`config.mk`:
```
export PLATFORM = sky130hd
export DESIGN_NAME = countdown_timer
export DESIGN_NICKNAME = d
export VERILOG_FILES = /design/src/rtl/timer_pkg.sv /design/src/rtl/countdown_timer.sv
export SDC_FILE = /design/constraint.sdc
export NUM_CORES = 1
export LEC_CHECK = 0
export CORE_ASPECT_RATIO = 0.75
export CORE_MARGIN = 10
export CORE_UTILIZATION = 51
export CTS_CLUSTER_SIZE = 12
export DETAILED_ROUTE_END_ITERATION = 16
export GPL_TIMING_DRIVEN = 0
export PLACE_DENSITY_LB_ADDON = 0.2
export SETUP_SLACK_MARGIN = 0.1
export SYNTH_ARGS = -nofsm -noshare
export SYNTH_HDL_FRONTEND = slang
export SYNTH_SLANG_ARGS = --single-unit
```
`constraint.sdc`:
```
create_clock -name clk -period 4.5 [get_ports clk]
set_input_delay 0.9 -clock clk [delete_from_list [all_inputs] [get_ports clk]]
set_output_delay 0.9 -clock clk [all_outputs]
set_load 0.01 [all_outputs]
```
`src/rtl/timer_pkg.sv`:
```
// timer_pkg: shared definitions for the countdown_timer slice.
//   - timer FSM state encoding
//   - register window indices (bridge addr[3:2])
//   - CTRL bit positions and mode values
package timer_pkg;

  typedef enum logic [1:0] {
    ST_IDLE = 2'd0,
    ST_LOAD = 2'd1,
    ST_CNT  = 2'd2,
    ST_INT  = 2'd3
  } timer_state_e;

  // Register window, word index within the device.
  localparam logic [1:0] REG_CTRL   = 2'd0;
  localparam logic [1:0] REG_PRESET = 2'd1;
  localparam logic [1:0] REG_COUNT  = 2'd2;

  // CTRL layout; only these four bits are stored.
  localparam int CTRL_W        = 4;
  localparam int CTRL_EN       = 0;
  localparam int CTRL_MODE_LSB = 1;
  localparam int CTRL_MODE_MSB = 2;
  localparam int CTRL_IM       = 3;

  // Modes 2 and 3 are treated as one-shot.
  localparam logic [1:0] MODE_ONESHOT = 2'd0;
  localparam logic [1:0] MODE_RELOAD  = 2'd1;

endpackage

```
`src/rtl/countdown_timer.sv`:
```
// countdown_timer: memory-mapped programmable countdown timer.
//   Mode 0 (one-shot): interrupt held until a CTRL or PRESET write acknowledges it.
//   Mode 1 (auto-reload): one-cycle interrupt pulse every PRESET+2 cycles.
//
// Ports:
//   clk    in   system clock, rising edge
//   reset  in   synchronous, active-high
//   addr   in   [1:0] word select: 0 CTRL, 1 PRESET, 2 COUNT, 3 reserved
//   we     in   write strobe (device already selected by the bridge)
//   wdata  in   [WIDTH-1:0] write data
//   rdata  out  [WIDTH-1:0] combinational read of the selected register
//   irq    out  interrupt request (pending & IM)
module countdown_timer
  import timer_pkg::*;
#(
  parameter int WIDTH = 32
) (
  input  logic             clk,
  input  logic             reset,
  input  logic [1:0]       addr,
  input  logic             we,
  input  logic [WIDTH-1:0] wdata,
  output logic [WIDTH-1:0] rdata,
  output logic             irq
);

  timer_state_e      state_q, state_d;
  logic [CTRL_W-1:0] ctrl_q, ctrl_d;
  logic [WIDTH-1:0]  preset_q, preset_d;
  logic [WIDTH-1:0]  count_q, count_d;
  logic              pending_q, pending_d;

  logic       ctrl_wr;
  logic       preset_wr;
  logic       en;
  logic [1:0] mode;

  assign ctrl_wr   = we && (addr == REG_CTRL);
  assign preset_wr = we && (addr == REG_PRESET);
  assign en        = ctrl_q[CTRL_EN];
  assign mode      = ctrl_q[CTRL_MODE_MSB:CTRL_MODE_LSB];

  // NOTE: combinational blocks use blocking '=' with every output defaulted
  // first, so later statements can override earlier ones and no latch is inferred.
  always_comb begin
    logic fired;
    logic reload_exit;
    logic clear_en;

    state_d     = state_q;
    ctrl_d      = ctrl_q;
    preset_d    = preset_q;
    count_d     = count_q;
    pending_d   = pending_q;
    fired       = 1'b0;
    reload_exit = 1'b0;
    clear_en    = 1'b0;

    unique case (state_q)
      ST_IDLE: begin
        if (en) state_d = ST_LOAD;
      end
      ST_LOAD: begin
        count_d = preset_q;
        state_d = ST_CNT;
      end
      ST_CNT: begin
        if (!en) begin
          state_d = ST_IDLE;               // COUNT frozen
        end else if (count_q > WIDTH'(1)) begin
          count_d = count_q - WIDTH'(1);
        end else begin
          // PRESET=0 lands here too, so it behaves like PRESET=1.
          count_d = '0;
          fired   = 1'b1;
          state_d = ST_INT;
        end
      end
      ST_INT: begin
        if (mode == MODE_RELOAD) begin
          reload_exit = 1'b1;
          state_d     = ST_LOAD;
        end else begin
          clear_en = 1'b1;
          state_d  = ST_IDLE;
        end
      end
      default: state_d = ST_IDLE;
    endcase

    // Pending: an expiry this cycle beats an acknowledge on the same edge,
    // so an interrupt is never silently dropped.
    if (reload_exit)           pending_d = 1'b0;
    if (ctrl_wr || preset_wr)  pending_d = 1'b0;
    if (fired)                 pending_d = 1'b1;

    // A CPU write to CTRL overrides the FSM's one-shot En clear.
    if (clear_en) ctrl_d[CTRL_EN] = 1'b0;
    if (ctrl_wr)  ctrl_d = wdata[CTRL_W-1:0];

    if (preset_wr) preset_d = wdata;
  end

  // NOTE: flops use non-blocking '<='; the reset is synchronous, so it is
  // sampled only on the clock edge like any other input.
  always_ff @(posedge clk) begin
    if (reset) begin
      state_q   <= ST_IDLE;
      ctrl_q    <= '0;
      preset_q  <= '0;
      count_q   <= '0;
      pending_q <= 1'b0;
    end else begin
      state_q   <= state_d;
      ctrl_q    <= ctrl_d;
      preset_q  <= preset_d;
      count_q   <= count_d;
      pending_q <= pending_d;
    end
  end

  always_comb begin
    rdata = '0;
    unique case (addr)
      REG_CTRL:   rdata = {{(WIDTH-CTRL_W){1'b0}}, ctrl_q};
      REG_PRESET: rdata = preset_q;
      REG_COUNT:  rdata = count_q;
      default:    rdata = '0;
    endcase
  end

  assign irq = pending_q & ctrl_q[CTRL_IM];

endmodule
```
# [Word level (Yosys, flattened, before mapping)]
# Index checks and enable logic that the tools add are counted.
# Widths: inputs -> output; s select.
[op_classes] order_cmp=1 n_bitwise=1 eq_ne=9 mux=21 n_reduce_logical=10 add_sub_neg=1
[ops] operator="$pmux 32 s3" count=1
[ops] operator="$mux 32" count=2
[ops] operator="$pmux 32 s2" count=1
[ops] operator="$gt 32x1->1 const B" count=1
[ops] operator="$sub 32x1->32 const B" count=1
[ops] operator="$mux 1" count=13
[ops] operator="$pmux 2 s4" count=1
[ops] operator="$eq 2x1->1 const B" count=3
[ops] operator="$eq 2x2->1 const B" count=3
[ops] operator="$mux 2" count=3
[ops] operator="$logic_not 2->1" count=2
[ops] operator="$ne 2x2->1 const B" count=2
[ops] operator="$reduce_and 2->1" count=2
[ops] operator="$reduce_bool 2->1" count=2
[ops] operator="$ne 3x3->1 const B" count=1
[ops] operator="$reduce_bool 3->1" count=1
[ops] operator="$logic_and 1x1->1" count=2
[ops] operator="$and 1x1->1" count=1
[ops] operator="$logic_or 1x1->1" count=1
[word_totals] ff_bits=71 input_bits=37 wordCells=49

# [Longest topological paths before layout]
# Gate-level depths: netlist of run 1.
[depth] word_depth=6 depth_mapped=8 depth_no_buf=7

# [Least setup slack after synthesis of run 1]
# No wires, ideal clock.
[synth_path] kind="input -> output" startpoint="input port addr[1]" endpoint="output port rdata[10]" t_required_ns=3.600 n_path_buf=3 setup_slack_ns=1.506 arrival_time_ns=2.094 stages=5 cell_sequence="clkbuf_1 nor2b_1 clkbuf_1 buf_1 a22o_1"
[synth_via] elab_chain_cells=2 word_cells_on_any_way=4
[synth_lines] element="start: declaration" line_no="countdown_timer.sv:20" source="input logic [1:0] addr,"
[synth_lines] element="$eq 2x2->1, or another cell as far along" line_no="countdown_timer.sv:124" source="unique case (addr)"
[synth_lines] element="$pmux 32 s3 (*)" line_no="countdown_timer.sv:124"
[synth_lines] element="end: declaration" line_no="countdown_timer.sv:23" source="output logic [WIDTH-1:0] rdata,"
# Mark *: on every way between the ends. The rest lies on a longest branch, timed or not.

# [Final worst setup path of run 1]
[layout_path] startpoint="input port addr[0]" endpoint="output port rdata[6]"
# Same word-level chain as after synthesis.

==> results_dict.tcl, run 1 <==
set metrics [dict create \
    status "complete, no violations" \
    worstHoldPathCells 2 \
    syn_inst 540 \
    path_class "input port to output port" \
    postCtsSetupBuffers 0 \
    slew_headroom_pct 49.4 \
    cts_tree "built" \
    worstPathMaxFanout 10 \
    cts_sinks 71 \
    clkPwrFrac_pct 38.5 \
    drive_above_1_share_pct 5.30 \
    path_cells "clkdlybuf4s50_1 > nor2b_1 > clkbuf_1 > clkbuf_1 > a22o_1 > clkdlybuf4s50_1" \
    numPortBuffers 67 \
    wire_per_inst_microns 20.3 \
    max_freq_mhz 235 \
    drt.antenna.violating_nets 0 \
    routed-wl-met3_mm 1.80 \
    ys_ff_latch 71 \
    ys_top_cells_by_count "nand2_1 (90), dfxtp_1 (71), a21oi_1 (56)" \
    crit_path_top_delay_cell "clkbuf_1" \
    gp_congestion 0.992 \
    rsz0062_at_grt "no" \
    final-max-slew-violation-count 0 \
    ir_drop_v 0.000170 \
    htree_levels 3 \
    pwr-share-seq_pct 43.5 \
    timing_hold_violations_final 0 \
    comb_power_share_pct 18.1 \
    clk_pin_slew_ns 0.08 \
    postCtsHoldBufs 0 \
    clk_latency_ns 0.37 \
    dr.pass1.iters 6 \
    fin_crit_ns 4.26 \
    syn-cell-area_sq_um 4050 \
    syn_area_per_cell_sq_um 7.49 \
    dp_slack_ns 0.156 \
    setup_tns_ns 0 \
    cts-root-buf "clkbuf_8" \
    finalWorstSetupSlack_ns 0.236 \
    num_rows 28 \
    cp_data_arrival_time_ns 3.36 \
    power.density_nw_per_um2 301 \
    hpwlAfterDp_mm 10.6 \
    wl_met2_mm 6.49 \
    end_kind "output port" \
    numCtsBuffers 9 \
    hp-class "flip-flop to flip-flop" \
    fin_skew_ns 0.00600 \
    p_leak_nw 1.79 \
    swShare_pct 30.4 \
    vias 4702 \
    async_reset_ff_share_pct 0 \
    p_switching_w 0.000464 \
    fp.dieW_microns 123 \
    die_h_microns 97.1 \
    floorplan.initialDensity_pct 51.8 \
    clockBufferDepth 2 \
    num_antenna_cells 0 \
    syn_to_final_growth_pct 25.3 \
    core-area_sq_um 7810 \
    grt_max_degree 14 \
    overflow 0 \
    slowest_delay_ns 0.58 \
    ios 70 \
    worst_slew_pin_slew_ns 0.752 \
    grt_pass1_wl_mm 23.0 \
    yosys.area.top_type_share_pct 35.1 \
    routed_via_density 6.46 \
    synth_most_common_cell "nand2_1" \
    max-cap-violations 0 \
    wirelength_mm 14.8 \
    yosysWarnings 0 \
    fillers 732 \
    setup_viol 0 \
    nNetsFinal 657 \
    cts-resized-gates 0 \
    ys.flop_type "dfxtp_1" \
    met1_length_mm 6.19 \
    drc 0 \
    startpoint_type "input port" \
    synth-edff-count 0 \
    dieArea_sq_um 11900 \
    ff2ff_path_depth 7 \
    drt_iter0_drc 720 \
    synthDistinctLibCells 49 \
    p_int_w 0.00106 \
    synth_area_leaders "dfxtp_1 (35%), nand2_1 (8.4%), a21oi_1 (6.9%)" \
    power.total_w 0.00153 \
    finalCritPeriodShare_pct 94.8 \
    grt_pass1_vias 4398 \
    antenna_found_initial 0 \
    synth_fp_nets 579 \
    top_layer "met4" \
    gr-usage-all-layers_pct 24.0 \
    synth_sequential_area_ratio_pct 35.1 \
    worstPathRequired_ns 3.60 \
    yosysTopAreaCell "dfxtp_1" \
]
[cells in the final DEF, fill, tap and decap left out, types with 5 or more instances in the layout]
| master | synthesis | routed |
|---|---|---|
| clkdlybuf4s50_1 | 0 | 67 |
| a21oi_1 | 56 | 56 |
| nand3_1 | 11 | 11 |
| mux2i_1 | 9 | 9 |
| or3_1 | 6 | 6 |
| clkbuf_1 | 40 | 39 |
| a22o_1 | 28 | 28 |
| o31a_1 | 7 | 7 |
| inv_1 | 8 | 8 |
| dfxtp_1 | 71 | 71 |
| a221oi_1 | 5 | 5 |
| clkbuf_8 | 0 | 9 |
| nand4_1 | 5 | 5 |
| nor2_1 | 38 | 38 |
| a211oi_1 | 19 | 19 |
| nor4_1 | 15 | 15 |
| nand2b_1 | 9 | 9 |
| o21ai_0 | 46 | 46 |
| o21a_1 | 7 | 7 |
| nand2_1 | 90 | 90 |
| nor3_1 | 9 | 9 |
[registers in the layout, indices dropped and copies added (netlist names)]
signal,flops
pending_q,1
preset_q,32
state_q,2
ctrl_q,4
count_q,32
[power by group through the flow]
stage / Combinational, W / Sequential [W] / Clock, W
after floorplan: 0.000166 / 0.000671 / 0
after global placement: 0.000259 / 0.000677 / 0
after detailed placement: 0.000265 / 0.000678 / 0
after CTS: 0.000267 / 0.000663 / 0.000582
after global routing: 0.000296 / 0.000666 / 0.000607
final: 0.000276 / 0.000664 / 0.000587
[path summary, 6_finish.rpt]
check | startpoint | to | slack (ns)
setup / recovery | addr[0] | rdata[6] | 0.24
hold / removal | preset_q[0]$_SDFFE_PP0P_ | preset_q[0]$_SDFFE_PP0P_ | 0.47
setup reg to reg | count_q[2]$_SDFFE_PP0P_ | count_q[23]$_SDFFE_PP0P_ | 1.78
hold reg to reg | preset_q[0]$_SDFFE_PP0P_ | preset_q[0]$_SDFFE_PP0P_ | 0.47
[area by class of cell]
type	count	area, sq um	area share (%)
buffer	47	188	3.70
clock inverter	7	96.3	1.90
sequential	71	1420	28.0
multi-input combinational	414	2410	47.5
tap	105	131	2.59
inverter	8	30.0	0.592
clock buffer	9	124	2.44
timing repair buffer	67	671	13.2
[critical path: cells and delay by family]
family | cells | cell delay [ns]
simple gates | 1 | 0.15
compound gates | 1 | 0.27
buf+inv | 4 | 2.03
[kinds of logic after synthesis]
logic type                 share of synthesized area, %
and+or+nand+nor                                    25.1
muxes                                              2.23
buffers and inverters                              5.35
DFF                                                35.1
adders and majority gates                         0.619
xor gates and xnor gates                          0.217
AOI/OAI and AO/OA                                  31.3
[through the flow]
stage	hold WS, ns	cell area [sq um]	std cells	util, %
2_1_floorplan	0.446	4050	540	-
3_3_place_gp	0.460	4850	712	62.0
3_5_place_dp	0.463	4850	712	62.0
4_1_cts	0.474	5070	728	64.9
5_1_grt	0.499	5070	728	64.9
6_report	0.475	5070	728	64.9
[per-layer routing]
| layer | global-route usage [%] | vias up |
|---|---|---|
| met4 | 6.24 | 0 |
| met5 | 0 | - |
| li1 | - | 2136 |
| met2 | 35.7 | 320 |
| met3 | 6.85 | 43 |
| met1 | 32.9 | 2203 |
Note: power is estimated with default switching activity, not from simulation.
==> run 2: changes to the inputs <==
- clock period: 4.5 -> 5.3 ns (I/O delays scaled with it)
==> run 2 against run 1 <==
  * Clock power is 15% lower
  * Register-to-register slack better by 0.76 ns
  * Total power down 15%
  * Highest routed layer unchanged
  * Sequential cell count did not move
  * Non-clock buffer count unchanged
  * Largest cell class unchanged
  * Clock skew rose by 0.0036 ns
  * Core utilization hardly changed
  * Hold slack worse by 0.0052 ns
==> results_dict.tcl, run 2 (synthesized netlist as in run 1, its figures left out) <==
set metrics [dict create \
    r2r_slack_ns 2.54 \
    reg.largest.list "count_q x32, preset_q x32, ctrl_q x4" \
    worstPathMaxFanout 10 \
    routed_via_density 6.42 \
    syn_to_final_growth_pct 25.3 \
    path_class "input port to output port" \
    grt_pass1_vias 4398 \
    gr-usage-all-layers_pct 24.0 \
    htree_levels 3 \
    r2r-start "count_q[2]$_SDFFE_PP0P_" \
    startpoint_type "input port" \
    cp_data_arrival_time_ns 3.72 \
    cts-resized-gates 0 \
    numPortBuffers 67 \
    worstPathRequired_ns 4.24 \
    finalCritPeriodShare_pct 90.2 \
    postCtsSetupBuffers 0 \
    fin_skew_ns 0.00964 \
    cts-root-buf "clkbuf_8" \
    num_rows 28 \
    overflow 0 \
    fin_crit_ns 4.78 \
    timing_hold_violations_final 0 \
    vias 4671 \
    worstHoldPathCells 2 \
    drive_above_1_share_pct 5.14 \
    wirelength_mm 14.8 \
    numCtsBuffers 9 \
    gp_congestion 0.992 \
    ir_drop_v 0.000145 \
    cts_sinks 71 \
    post_dp_cell_area_sq_um 4850 \
    grt_pass1_wl_mm 23.0 \
    wire_per_inst_microns 20.3 \
    fp.dieW_microns 123 \
    dr.pass1.iters 5 \
    postCtsHoldBufs 0 \
    final_common_cell "nand2_1" \
    num_antenna_cells 0 \
    floorplan.initialDensity_pct 51.8 \
    clockBufferDepth 2 \
    hpwlAfterDp_mm 10.6 \
    slew_headroom_pct 46.6 \
    power.total_w 0.00130 \
    final-max-slew-violation-count 0 \
    worst_slew_pin_slew_ns 0.801 \
    die_h_microns 97.1 \
    end_kind "output port" \
    clk_pin_slew_ns 0.08 \
    rsz0062_at_grt "no" \
    worstHoldStart "preset_q[23]$_SDFFE_PP0P_" \
    drt.antenna.violating_nets 0 \
    cts_tree "built" \
    p_leak_nw 1.78 \
    ff2ff_path_depth 7 \
    hp-class "flip-flop to flip-flop" \
    max-cap-violations 0 \
    whs_endpoint "preset_q[23]$_SDFFE_PP0P_" \
    setup_viol 0 \
    drt_iter0_drc 638 \
    dieArea_sq_um 11900 \
    drc 0 \
    ios 70 \
    power.density_nw_per_um2 256 \
    clk_latency_ns 0.37 \
    r2r-end "count_q[23]$_SDFFE_PP0P_" \
    grt_max_degree 14 \
    mostFrequentLayoutCells "nand2_1 (90), dfxtp_1 (71), clkdlybuf4s50_1 (67)" \
    status "complete, no violations" \
    antenna_found_initial 0 \
    nNetsFinal 657 \
    setup_tns_ns 0 \
    core-area_sq_um 7810 \
    max_freq_mhz 209 \
    final_cell_area_sq_um 5070 \
]
[run 2: cell counts in the layout (fill, tap and decap cells not counted)]
No cell type changed its count.
[run 2: how the worst max path moves through the flow]
stage	slack, ns	start	to
6_report	0.52	addr[0]	rdata[5]
5_1_grt	0.42	addr[0]	rdata[18]
4_1_cts	0.62	addr[0]	rdata[18]
3_5_place_dp	0.64	addr[0]	rdata[18]
3_3_place_gp	0.61	addr[0]	rdata[16]
2_1_floorplan	1.99	addr[1]	rdata[10]
[run 2: final cells by class]
class	count	area [sq um]
sequential	71	1420
buffer	47	186
inverter	8	30.0
clock buffer	9	124
timing repair buffer	67	671
tap	105	131
multi-input combinational	414	2410
fill	733	2750
clock inverter	7	96.3
[run 2: through the flow]
step	utilization, %	hold WS [ns]	setup slack [ns]	cells
after CTS	64.9	0.474	0.622	728
final	64.9	0.470	0.520	728
after detailed placement	62.0	0.463	0.636	712
after global placement	62.0	0.460	0.615	712
after global routing	64.9	0.499	0.417	728
after floorplan	-	0.446	1.99	540
[run 2: power by group]
part	internal (W)	switching [W]
clock network	0.000265	0.000232
registers	0.000548	0.0000162
logic	0.0000896	0.000145
total	0.000903	0.000393
[run 2: metal layers]
metal / GRT usage, % / wire (microns) / part of all wire (%) / up-vias
li1: - / - / - / 2132
met1: 32.9 / 6240 / 42 / 2207
met2: 35.7 / 6530 / 44 / 296
met3: 6.85 / 1710 / 12 / 36
met4: 6.24 / 281 / 1.9 / 0
met5: 0 / 0 / 0 / -
[run 2: worst max-delay path, cell delays in order]
cell	delay (ns)
clkdlybuf4s50_1	0.50
nor2b_1	0.14
clkbuf_1	0.62
buf_1	0.61
a22o_1	0.25
clkdlybuf4s50_1	0.54
==> run 3: changes to the inputs <==
- GPL_TIMING_DRIVEN: 0 -> default
- MAX_ROUTING_LAYER: default -> met4
==> run 3 against run 2 <==
  * Final cell count is 5.4% lower
  * Total power is 6.1% lower
  * Die area stayed put
  * Via count is 8.0% lower
  * Critical endpoint unchanged
  * Largest cell class unchanged
  * Largest power group unchanged
==> results_dict.tcl, run 3 (synthesized netlist as in run 1, its figures left out) <==
set metrics [dict create \
    status "complete, no violations" \
    overflow 0 \
    num_antenna_cells 0 \
    routed_via_density 6.24 \
    p_leak_nw 1.75 \
    path_class "input port to output port" \
    grt_max_degree 43 \
    drt.antenna.violating_nets 0 \
    finalCritPeriodShare_pct 83.9 \
    antenna_found_initial 0 \
    fin_skew_ns 0.00810 \
    clockBufferDepth 2 \
    clk_latency_ns 0.35 \
    reg.largest.list "count_q x32, preset_q x32, ctrl_q x4" \
    die_h_microns 97.1 \
    gr-usage-all-layers_pct 21.3 \
    nNetsFinal 618 \
    cts_sinks 71 \
    numPortBuffers 69 \
    slowest_delay_ns 0.67 \
    r2r_slack_ns 2.60 \
    grt_pass1_vias 4024 \
    crit_family "buffers and inverters" \
    dieArea_sq_um 11900 \
    drt_iter0_drc 459 \
    worstPathMaxFanout 17 \
    cts-resized-gates 0 \
    hp-class "flip-flop to flip-flop" \
    wirelength_mm 12.5 \
    floorplan.initialDensity_pct 51.8 \
    htree_levels 3 \
    cp_data_arrival_time_ns 3.38 \
    vias 4296 \
    syn_to_final_growth_pct 21.7 \
    num_rows 28 \
    rsz0062_at_grt "no" \
    hpwlAfterDp_mm 8.73 \
    timing_hold_violations_final 0 \
    worst_slew_pin_slew_ns 1.14 \
    crit_buf_inv 3 \
    end_kind "output port" \
    critPathMostFrequentCell "clkdlybuf4s50_1" \
    gp_congestion 0.979 \
    startpoint_type "input port" \
    setup_viol 0 \
    grt_pass1_wl_mm 20.4 \
    post_dp_cell_area_sq_um 4730 \
    drc 0 \
    dr.pass1.iters 9 \
    cts-root-buf "clkbuf_8" \
    numCtsBuffers 9 \
    final-max-slew-violation-count 0 \
    postCtsHoldBufs 0 \
    worstPathRequired_ns 4.24 \
    setup_tns_ns 0 \
    ios 70 \
    fp.dieW_microns 123 \
    mostFrequentLayoutCells "nand2_1 (90), dfxtp_1 (71), clkdlybuf4s50_1 (68)" \
    final_cell_area_sq_um 4920 \
    path_cells "clkdlybuf4s50_1 > nor2b_2 > buf_4 > a22o_1 > clkdlybuf4s50_1" \
    final_common_cell "nand2_1" \
    max-cap-violations 0 \
    max_freq_mhz 225 \
    cts_tree "built" \
    wire_per_inst_microns 18.1 \
    core-area_sq_um 7810 \
    clk_pin_slew_ns 0.07 \
    ir_drop_v 0.000168 \
    postCtsSetupBuffers 0 \
    power.density_nw_per_um2 247 \
    fin_crit_ns 4.44 \
    crit_path_top_delay_cell "clkdlybuf4s50_1" \
    slew_headroom_pct 23.5 \
    drive_above_1_share_pct 6.34 \
]
run 3: path summary, 6_finish.rpt:
kind / cells past startpoint / start / end
worst min-delay path: 2 / preset_q[29]$_SDFFE_PP0P_ / preset_q[29]$_SDFFE_PP0P_
worst max register to register: 5 / state_q[1]$_SDFFE_PP0P_ / count_q[13]$_SDFFE_PP0P_
worst min register to register: 2 / preset_q[29]$_SDFFE_PP0P_ / preset_q[29]$_SDFFE_PP0P_
worst max-delay path: 5 / addr[1] / rdata[5]
run 3: worst min-delay path: cells and delay by family (launching register included):
| family | cells | cell delay [ns] |
|---|---|---|
| compound gates | 1 | 0.05 |
| flops | 1 | 0.32 |
| simple gates | 1 | 0.05 |
run 3: power breakdown:
group / internal [W] / switching, W / total, W
Combinational: 0.0000876 / 0.000126 / 0.000214
Sequential: 0.000548 / 0.0000196 / 0.000568
Clock: 0.000229 / 0.000206 / 0.000435
Total: 0.000864 / 0.000352 / 0.00122
run 3: metrics by stage:
stage	utilization, %	worst slack [ns]	hold slack (ns)	total power [W]	cells
after floorplan	-	1.99	0.446	0.000710	540
after global placement	60.6	1.00	0.459	0.000784	673
after detailed placement	60.6	0.931	0.465	0.000788	673
after CTS	63.0	0.917	0.474	0.00122	689
after global routing	63.0	0.798	0.499	0.00127	689
final	63.0	0.856	0.471	0.00122	689
run 3: layout make-up:
class	count	area (sq um)
fillers	706	2890
multi-input cells	414	2420
flip-flops and latches	71	1420
repair buffers	75	731
clock buffers	12	145
well taps	105	131
clock inverters	4	45.0
inverters	8	30.0
run 3: routing by layer:
metal	share of wire (%)	GRT usage, %	vias up
met4	1.7	7.41	0
met3	7.6	5.11	23
met1	47	28.5	2056
li1	-	-	2057
met2	44	30.5	160
met5	0	-	-
